[src/rtl/nibble_serial_adder.sv]
// nibble_serial_adder: feeds wide operands digit by digit to an external adder and assembles the wide sum
module nibble_serial_adder #(
    parameter int WIDTH      = 4,
    parameter int NUM_DIGITS = 4
) (
    input  logic                        clk,
    input  logic                        rst_n,
    input  logic                        in_valid,
    output logic                        in_ready,
    input  logic [WIDTH*NUM_DIGITS-1:0] in_a,
    input  logic [WIDTH*NUM_DIGITS-1:0] in_b,
    output logic [WIDTH-1:0]            add_a,
    output logic [WIDTH-1:0]            add_b,
    input  logic [WIDTH-1:0]            add_sum,
    input  logic                        add_carry,
    output logic                        out_valid,
    input  logic                        out_ready,
    output logic [WIDTH*NUM_DIGITS-1:0] out_sum,
    output logic                        out_carry
);
    localparam int N  = WIDTH * NUM_DIGITS;
    localparam int IW = NUM_DIGITS > 1 ? $clog2(NUM_DIGITS) : 1;

    typedef enum logic [1:0] {IDLE, RUN, DONE} state_t;

    state_t          state;
    logic [N-1:0]    op_a;
    logic [N-1:0]    op_b;
    logic [IW-1:0]   idx;
    logic            cin;
    logic [WIDTH-1:0] dig_a [NUM_DIGITS];
    logic [WIDTH-1:0] dig_b [NUM_DIGITS];
    logic [WIDTH-1:0] dsum;
    logic             dcarry;
    logic             last;

    genvar i;
    for (i = 0; i < NUM_DIGITS; i++) begin : g_dig
        assign dig_a[i] = op_a[i*WIDTH +: WIDTH];
        assign dig_b[i] = op_b[i*WIDTH +: WIDTH];
    end

    // The adder has no carry-in, so the previous digit's carry is added here;
    // an all-ones sum plus that carry ripples a carry out as well.
    always_comb begin
        dsum     = add_sum + WIDTH'(cin);
        dcarry   = add_carry | (cin & (&add_sum));
        last     = idx == IW'(NUM_DIGITS - 1);
        in_ready = state == IDLE;
        add_a    = state == RUN ? dig_a[idx] : '0;
        add_b    = state == RUN ? dig_b[idx] : '0;
    end

    // Sequencer: accept operands, step through digits LSB first, hold result until taken
    always_ff @(posedge clk or negedge rst_n) begin
        if (!rst_n) begin
            state     <= IDLE;
            op_a      <= '0;
            op_b      <= '0;
            idx       <= '0;
            cin       <= 1'b0;
            out_sum   <= '0;
            out_carry <= 1'b0;
            out_valid <= 1'b0;
        end else begin
            case (state)
                IDLE: if (in_valid) begin
                    op_a    <= in_a;
                    op_b    <= in_b;
                    idx     <= '0;
                    cin     <= 1'b0;
                    out_sum <= '0;
                    state   <= RUN;
                end
                RUN: begin
                    for (int k = 0; k < NUM_DIGITS; k++)
                        if (idx == IW'(k)) out_sum[k*WIDTH +: WIDTH] <= dsum;
                    cin <= dcarry;
                    idx <= idx + 1'b1;
                    if (last) begin
                        out_carry <= dcarry;
                        out_valid <= 1'b1;
                        state     <= DONE;
                    end
                end
                DONE: if (out_ready) begin
                    out_valid <= 1'b0;
                    state     <= IDLE;
                end
                default: state <= IDLE;
            endcase
        end
    end
endmodule

[config.mk]
export PLATFORM = sky130hd
export DESIGN_NAME = nibble_serial_adder
export DESIGN_NICKNAME = d
export VERILOG_FILES = /design/src/rtl/nibble_serial_adder.sv
export SDC_FILE = /design/constraint.sdc
export NUM_CORES = 1
export LEC_CHECK = 0
export ABC_CLOCK_PERIOD_IN_PS = 2000
export CAP_MARGIN = 20
export CORE_MARGIN = 2
export CORE_UTILIZATION = 48
export CTS_CLUSTER_DIAMETER = 60
export CTS_CLUSTER_SIZE = 16
export DETAILED_ROUTE_END_ITERATION = 16
export MAX_ROUTING_LAYER = met4
export PLACE_DENSITY = 0.8
export SYNTH_ARGS = -nofsm -noshare
export SYNTH_HDL_FRONTEND = slang
export SYNTH_SLANG_ARGS = --single-unit
export TNS_END_PERCENT = 100
[constraint.sdc]
create_clock -name clk -period 2 [get_ports clk]
set_input_delay 0.3 -clock clk [delete_from_list [all_inputs] [get_ports clk]]
set_output_delay 0.3 -clock clk [all_outputs]
set_load 0.02 [all_outputs]
* Yosys cells after proc, flatten, opt, wreduce, memory -nomap -nowiden
Index checks and enable logic that the tools add are counted.
Cells by class: $mul 0, bitwise operators 3, add/subtract/negate cells 2, shift-type cells 0, reduce and logical (&&, ||, !) cells 14, $lt $le $gt $ge 1, equal/unequal tests 11, div/mod/pow operators 0, multiplexer cells 25
Operators by type and width (count):
- $mux W4 | 10
- $pmux W16 S2 | 1
- $reduce_and A3 Y1 | 6
- $bmux W4 S2 | 2
- $mux W16 | 1
- $mux W2 | 4
- $eq A2 B2 Y1 const B | 3
- $ne A2 B1 Y1 const B | 3
- $ne A2 B2 Y1 const B | 3
- $pmux W2 S3 | 1
- $reduce_and A2 Y1 | 3
- $add A4 B1 Y4 | 1
- $eq A2 B1 Y1 const B | 2
- $logic_not A2 Y1 | 2
- $pmux W1 S2 | 2
- $pmux W2 S2 | 1
- $reduce_and A4 Y1 | 1
- $reduce_bool A2 Y1 | 2
- $ge A3 B3 Y1 const B | 1
- $mux W1 | 3
- $not A2 Y3 | 1
- $add A2 B1 Y2 const B | 1
- $and A1 B1 Y1 | 1
- $or A1 B1 Y1 | 1
Storage, ports and cells: output and inout bits 27, memories kept 0, ROM bits 0, bits of input ports 41, register bits after elaboration 55, bits in writable memories 0, logic and storage cells 67, bits in latches 0

* Depth between registers and ports, before layout
Gate-level depths: netlist of run 1.
depth in word-level cells 5, gate-level depth with buffers 6, depth with buffers taken out 5

* Worst setup path after synthesis of run 1
OpenSTA, ideal clock, no wires.
kind register to output, from register idx[0], to output add_a[0], data required time 1.700 ns, cell stages (with the launch flop) 4, path buffers 1, data arrival time 1.285 ns, path slack 0.415 ns, cells stage by stage dfrtp_1 buf_4 mux4_2 nor2b_1
On the way: cells in the longest elaborated chain, start to end 5
RTL lines:
- start, declared | RTL line 29 | logic [IW-1:0] idx;
- start signal, assigned | RTL line 79 | idx <= idx + 1'b1;
- $not A2 Y3 (implied by the code) | RTL line 50 | add_a = state == RUN ? dig_a[idx] : '0;
- $bmux W4 S2 | RTL line 50
- $mux W4 (implied by the code) (2 in series) | RTL line 50
- $mux W4 | RTL line 50
- end, declared | RTL line 12 | output logic [WIDTH-1:0] add_a,
No other way between the ends. The select of a mux whose other input is x is not followed.

* Worst setup path in the final report of run 1
from register idx[0], to output add_a[1]
Same word-level chain as after synthesis.

==> impl_metrics.csv, run 1 <==
group,metric,value,unit
place,place_inst,379,
global_routing,grt_pass1_vias,1934,
yosys,seq_area_frac_synth,55.3,%
die,die_w,76.0,µm
clocking,clk_pin_slew,0.09,ns
yosys,syn_inst,245,
yosys,ys_ff_latch,55,
clocking,ctsRootBufferMaster,"clkbuf_8",
power,p_leak,1.67,nW
yosys,syn-num-nets,292,
yosys,synth_area_leaders,"dfrtp_1 55%, nand2_1 15%, mux4_2 7.2%, ha_1 3.0%, a22o_1 2.8%",
yosys,avgSynthCellArea,10.2,µm²
layout,final_nets,365,
layout,fin_area,0.00351,mm²
die,die_y,76.0,µm
global_routing,grt_max_degree,34,
yosys,yosysMostFrequentCell,"nand2_1",
power,irDropWorstVdd,1.08,mV
die,start_util,49.4,%
clocking,cts_htree_levels,2,
yosys,synth-async-reset-ratio,100,%
place,io_buffers,67,
yosys,synth_top_area_share,55.3,%
yosys,synth_edf_count,0,
layout,fin_util,69.7,%
global_routing,grt_usage,20.1,%
timing,setup_viol,0,
yosys,synth_flop_cell,"dfrtp_1",
timing,worst_pin_slew,0.524,ns
clocking,cts_tree,"built",
routing,final_antenna_net_count,0,
clocking,clk_path_buf_depth,2,
clocking,cts_setup_buffers,0,
die,io_pins,68,
yosys,yosys.area.top_type,"dfrtp_1",
critical_path,start_kind,"register",
timing,holdWs,0.479,ns
critical_path,cp_data_arrival_time,1.67,ns
status,outcome,"finished clean",
clocking,insertion_delay,0.30,ns
global_routing,antenna_found_initial,0,
routing,post-route-drc-count,0,
routing,wl_per_cell,13.8,µm
routing,viasPerCell,5.11,
yosys,synth_commonest_cells,"98 x nand2_1, 55 x dfrtp_1",
routing,routed_wl,5370,µm
timing,period_needed,1.97,ns
die,core_area,0.00504,mm²
critical_path,crit_required,1.70,ns
worst_hold_path,hp-class,"reg -> reg",
layout,area_growth_syn_to_layout,41.1,%
layout,fin_cells,389,
clocking,clock_sink_count,55,
place,placed_area,0.00329,mm²
die,rows,26,
timing,slew_violations,0,
timing,maxSlewHeadroom,65.1,%
routing,firstDrtPassIters,4,
layout,n_antenna_cell,0,
routing,drt-initial-drc-count,96,
yosys,synth_area,0.00249,mm²
critical_path,end_kind,"output pin",
timing,finClkSkew,0.0110,ns
routing,dr_total_vias,1986,
place,dp_hpwl,3830,µm
critical_path,worstSetupPathType,"reg -> out",
flow_run,cap_violations,0,
yosys,ys_types,28,
die,die_area,0.00578,mm²
global_routing,grt_overflow,0,
timing,fmax,507,MHz
power,power.density,1660,mW/mm²
timing,fin_crit_sh,98.6,%
timing,final.setup.tns,0,ns
global_routing,grt_pass1_wl,9140,µm
timing,rsz0062_at_grt,"true",
critical_path,path_max_fanout,6,
place,globalplace.congestion,0.804,
timing,hold_violations,0,
yosys,synth_warnings,0,
layout,drive_gt1_share,13.8,%
clocking,cts_inserted_buffers,5,
[power by group]
group / internal (mW) / switching, mW / total [mW]
Sequential: 1.63 / 0.327 / 1.96
Clock: 0.500 / 0.350 / 0.851
Combinational: 1.55 / 1.46 / 3.01
Total: 3.68 / 2.14 / 5.81
[flip-flops by register name (all words and copies together) (netlist names)]
name,count
op_a,16
out_valid,1
idx,2
state,2
cin,1
out_carry,1
op_b,16
out_sum,16
[timing repair]
action | in CTS | in global routing
hold endpoints to repair | 22 | 0
gates resized for setup | 33 | 27
hold buffers | 1 | 0
endpoints found under the setup margin | 8 | 8
cloned | 0 | 1
[cell usage in the layout (no fill, tap or decap), types with 3 or more instances in the layout]
cell              n
a22o_1            8
and3b_1           4
buf_12            3
buf_4             6
buf_6             7
clkbuf_8          5
clkdlybuf4s50_1  57
dfrtp_1          53
ha_1              6
inv_1             4
mux4_2            8
nand2_1          98
nand3_1           8
nand3b_1          4
nor2_1            7
nor2b_4           6
o21ai_0           8
o2bb2ai_1         4
[final timing paths]
kind	cells past startpoint	from	slack, ns	end
max reg2reg	5	state[0]	0.45	idx[0]
max in group asynchronous	3	rst_n	0.93	idx[1]
max	4	idx[0]	0.03	add_a[1]
min	2	op_a[13]	0.48	op_a[13]
min reg2reg	2	op_a[13]	0.48	op_a[13]
min in group asynchronous	2	rst_n	0.50	out_sum[9]
[layout make-up]
| class | count | area (µm²) |
|---|---|---|
| Fill cell | 406 | 1530 |
| Sequential cell | 55 | 1380 |
| Clock inverter | 2 | 60.1 |
| Multi-Input combinational cell | 174 | 1090 |
| Timing Repair Buffer | 78 | 812 |
| Clock buffer | 6 | 72.6 |
| Tap cell | 70 | 87.6 |
| Inverter | 4 | 15.0 |
[cells by family (layout without fill, tap and decap cells)]
family | after synthesis | count (layout) | synth area share (%)
AO/OA/AOI/OAI | 25 | 25 | 7.09
buffers and inverters | 16 | 90 | 3.22
multiplexers | 8 | 8 | 7.24
adder cells (fa/ha/maj) | 6 | 6 | 3.02
XOR/XNOR | 2 | 2 | 0.704
AND/OR/NAND/NOR | 133 | 133 | 23.4
flip-flops | 55 | 55 | 55.3
[per-layer routing]
| metal | vias to the layer above | GRT usage (%) | routed length (µm) |
|---|---|---|---|
| met4 | 0 | 4.36 | 61 |
| met3 | 8 | 4.86 | 309 |
| met1 | 953 | 27.7 | 2470 |
| met5 | - | - | 0 |
| li1 | 959 | - | - |
| met2 | 66 | 31.1 | 2530 |
[worst max-delay path, cell delays in order, from the launching register on]
cell     delay, ns
dfrtp_2       0.44
buf_12        0.15
mux4_2        0.50
nor2b_4       0.15
buf_6         0.14
[through the flow]
step / power [mW] / worst slack (ns)
floorplan: 3.62 / 0.415
global placement: 4.67 / -0.0177
detailed placement: 4.76 / -0.0605
CTS: 5.50 / -0.00442
global route: 6.19 / -0.0299
finish: 5.81 / 0.0274
Note: power is estimated with default switching activity, not from simulation.
==> run 2: changes to the inputs <==
--- a/config.mk
+++ b/config.mk
@@ -12,6 +12,7 @@
 export CTS_CLUSTER_DIAMETER = 60
 export CTS_CLUSTER_SIZE = 16
 export DETAILED_ROUTE_END_ITERATION = 16
+export HOLD_SLACK_MARGIN = 0.06
 export MAX_ROUTING_LAYER = met4
 export PLACE_DENSITY = 0.8
 export SYNTH_ARGS = -nofsm -noshare
==> results of run 2 <==
Final layout, timing and power as in run 1 (identical DEF).
==> run 3: changes to the inputs <==
--- a/config.mk
+++ b/config.mk
@@ -5,16 +5,19 @@
 export SDC_FILE = /design/constraint.sdc
 export NUM_CORES = 1
 export LEC_CHECK = 0
+export ABC_AREA = 0
 export ABC_CLOCK_PERIOD_IN_PS = 2000
 export CAP_MARGIN = 20
+export CELL_PAD_IN_SITES_DETAIL_PLACEMENT = 0
+export CELL_PAD_IN_SITES_GLOBAL_PLACEMENT = 1
 export CORE_MARGIN = 2
-export CORE_UTILIZATION = 48
+export CORE_UTILIZATION = 36
 export CTS_CLUSTER_DIAMETER = 60
 export CTS_CLUSTER_SIZE = 16
 export DETAILED_ROUTE_END_ITERATION = 16
 export HOLD_SLACK_MARGIN = 0.06
 export MAX_ROUTING_LAYER = met4
-export PLACE_DENSITY = 0.8
+export PLACE_DENSITY = 0.88
 export SYNTH_ARGS = -nofsm -noshare
 export SYNTH_HDL_FRONTEND = slang
 export SYNTH_SLANG_ARGS = --single-unit
==> impl_metrics.csv, run 3 (synthesis gave the netlist of run 1 again) <==
group,metric,value,unit
layout,final_common_cell,"nand2_1",
power,total_power,5.56,mW
routing,wl_per_cell,14.1,µm
place,place_inst,392,
layout,fillCellCount,623,
routing,routed_wl,5710,µm
place,globalplace.congestion,0.772,
global_routing,grt_usage,16.2,%
routing,wl_met1,2620,µm
global_routing,grt_pass1_vias,1904,
layout,area_growth_syn_to_layout,40.1,%
power,power.density,1590,mW/mm²
global_routing,grt_pass1_wl,9220,µm
place,io_buffers,67,
clocking,cts_tree,"built",
critical_path,cp_data_arrival_time,1.69,ns
layout,final_nets,371,
critical_path,slowest_stage,"dfrtp_2",
clocking,ctsRootBufferMaster,"clkbuf_8",
critical_path,worstSetupPathType,"reg -> out",
die,io_pins,68,
clocking,clk_path_buf_depth,2,
timing,maxSlewHeadroom,66.8,%
timing,hold_violations,0,
die,die_w,87.1,µm
critical_path,crit_family,"buffers and inverters",
layout,fin_cells,404,
clocking,clock_sink_count,55,
layout,reg_top3,"op_a: 16 flops, op_b: 16 flops, out_sum: 16 flops",
routing,dr_total_vias,1968,
power,irDropWorstVdd,0.651,mV
routing,dr_wl_met2,2710,µm
timing,fmax,503,MHz
die,rows,30,
routing,dr_wl_met3,354,µm
layout,drive_gt1_share,14.2,%
routing,drt-initial-drc-count,62,
critical_path,start_kind,"register",
clocking,cts_inserted_buffers,5,
clocking,cts_htree_levels,2,
timing,finClkSkew,0.00965,ns
routing,highest_layer,"met4",
timing,fin_crit_sh,99.3,%
global_routing,grt_overflow,0,
routing,viasPerCell,4.87,
global_routing,grt_max_degree,36,
timing,slew_violations,0,
place,dp_hpwl,4140,µm
clocking,insertion_delay,0.30,ns
timing,setup_viol,0,
die,start_util,36.8,%
critical_path,path_max_fanout,5,
flow_run,cap_violations,0,
routing,final_antenna_net_count,0,
critical_path,cpPeakStageDelay,0.42,ns
critical_path,crit_required,1.70,ns
critical_path,cp_num_buf_inv,3,
timing,period_needed,1.99,ns
die,core_area,0.00676,mm²
worst_hold_path,hp-class,"reg -> reg",
critical_path,cp_cell_sequence,"buf_4 -> buf_16 -> mux4_2 -> nor2b_1 -> buf_2",
routing,post-route-drc-count,0,
timing,rsz0062_at_grt,"true",
power,p_leak,1.66,nW
status,outcome,"finished clean",
clocking,clk_pin_slew,0.09,ns
die,die_y,87.1,µm
die,die_area,0.00759,mm²
timing,worst_pin_slew,0.499,ns
layout,final_cell_mix,"98 x nand2_1, 58 x clkdlybuf4s50_1, 54 x dfrtp_1",
routing,firstDrtPassIters,4,
critical_path,end_kind,"output pin",
layout,n_antenna_cell,0,
global_routing,antenna_found_initial,0,
## run 3: metal layers
layer	global-route usage, %	vias to the layer above
li1	-	970
met5	-	-
met3	3.79	4
met2	27.1	63
met4	2.52	0
met1	20.7	931
## run 3: cell type report
cell class	instances	area, µm²	share of cell area, %
timing repair buffer	84	842	24.2
sequential	55	1380	39.5
multi-input combinational	174	1060	30.5
clock buffer	6	82.6	2.37
tap	80	100	2.87
clock inverter	1	5.00	0.144
inverter	4	15.0	0.431
## run 3: final timing paths
kind | from | endpoint | slack [ns] | depth (start not counted)
max | idx[0] | add_b[3] | 0.01 | 5
min | op_a[11] | op_a[11] | 0.48 | 2
max reg2reg | idx[0] | out_sum[0] | 0.30 | 8
min reg2reg | op_a[11] | op_a[11] | 0.48 | 2
max in group asynchronous | rst_n | idx[0] | 0.93 | 3
min in group asynchronous | rst_n | op_b[5] | 0.51 | 2
## run 3: what timing repair did
action                     in CTS  in global routing
hold buffers                    1                  0
gates cloned                    1                  0
hold endpoints to repair       20                  0
buffers inserted                2                  1
setup endpoints to repair       8                  8
resized for setup              32                 18
## run 3: power by group
| group | switching (mW) | internal [mW] |
|---|---|---|
| Combinational | 1.50 | 1.55 |
| Sequential | 0.285 | 1.63 |
| Clock | 0.329 | 0.272 |
| Total | 2.11 | 3.45 |
## run 3: worst register-to-register path, stage by stage (launching register included)
cell,delay (ns)
dfrtp_2,0.42
buf_4,0.15
buf_16,0.13
buf_4,0.13
inv_1,0.08
ha_1,0.18
and3b_1,0.21
nor2_1,0.08
a22o_1,0.20
## run 3: metrics by stage
stage	setup TNS (ns)	hold slack (ns)	area (µm²)	util [%]	setup WS, ns
after detailed placement	-0.0821	0.292	3320	49.2	-0.0257
after floorplan	0	0.00441	2490	-	0.415
after CTS	-0.187	0.485	3430	50.7	-0.0371
after global placement	0	0.292	3320	49.2	0.00881
after global routing	-0.281	0.503	3490	51.6	-0.0547
final	0	0.481	3490	51.6	0.0137
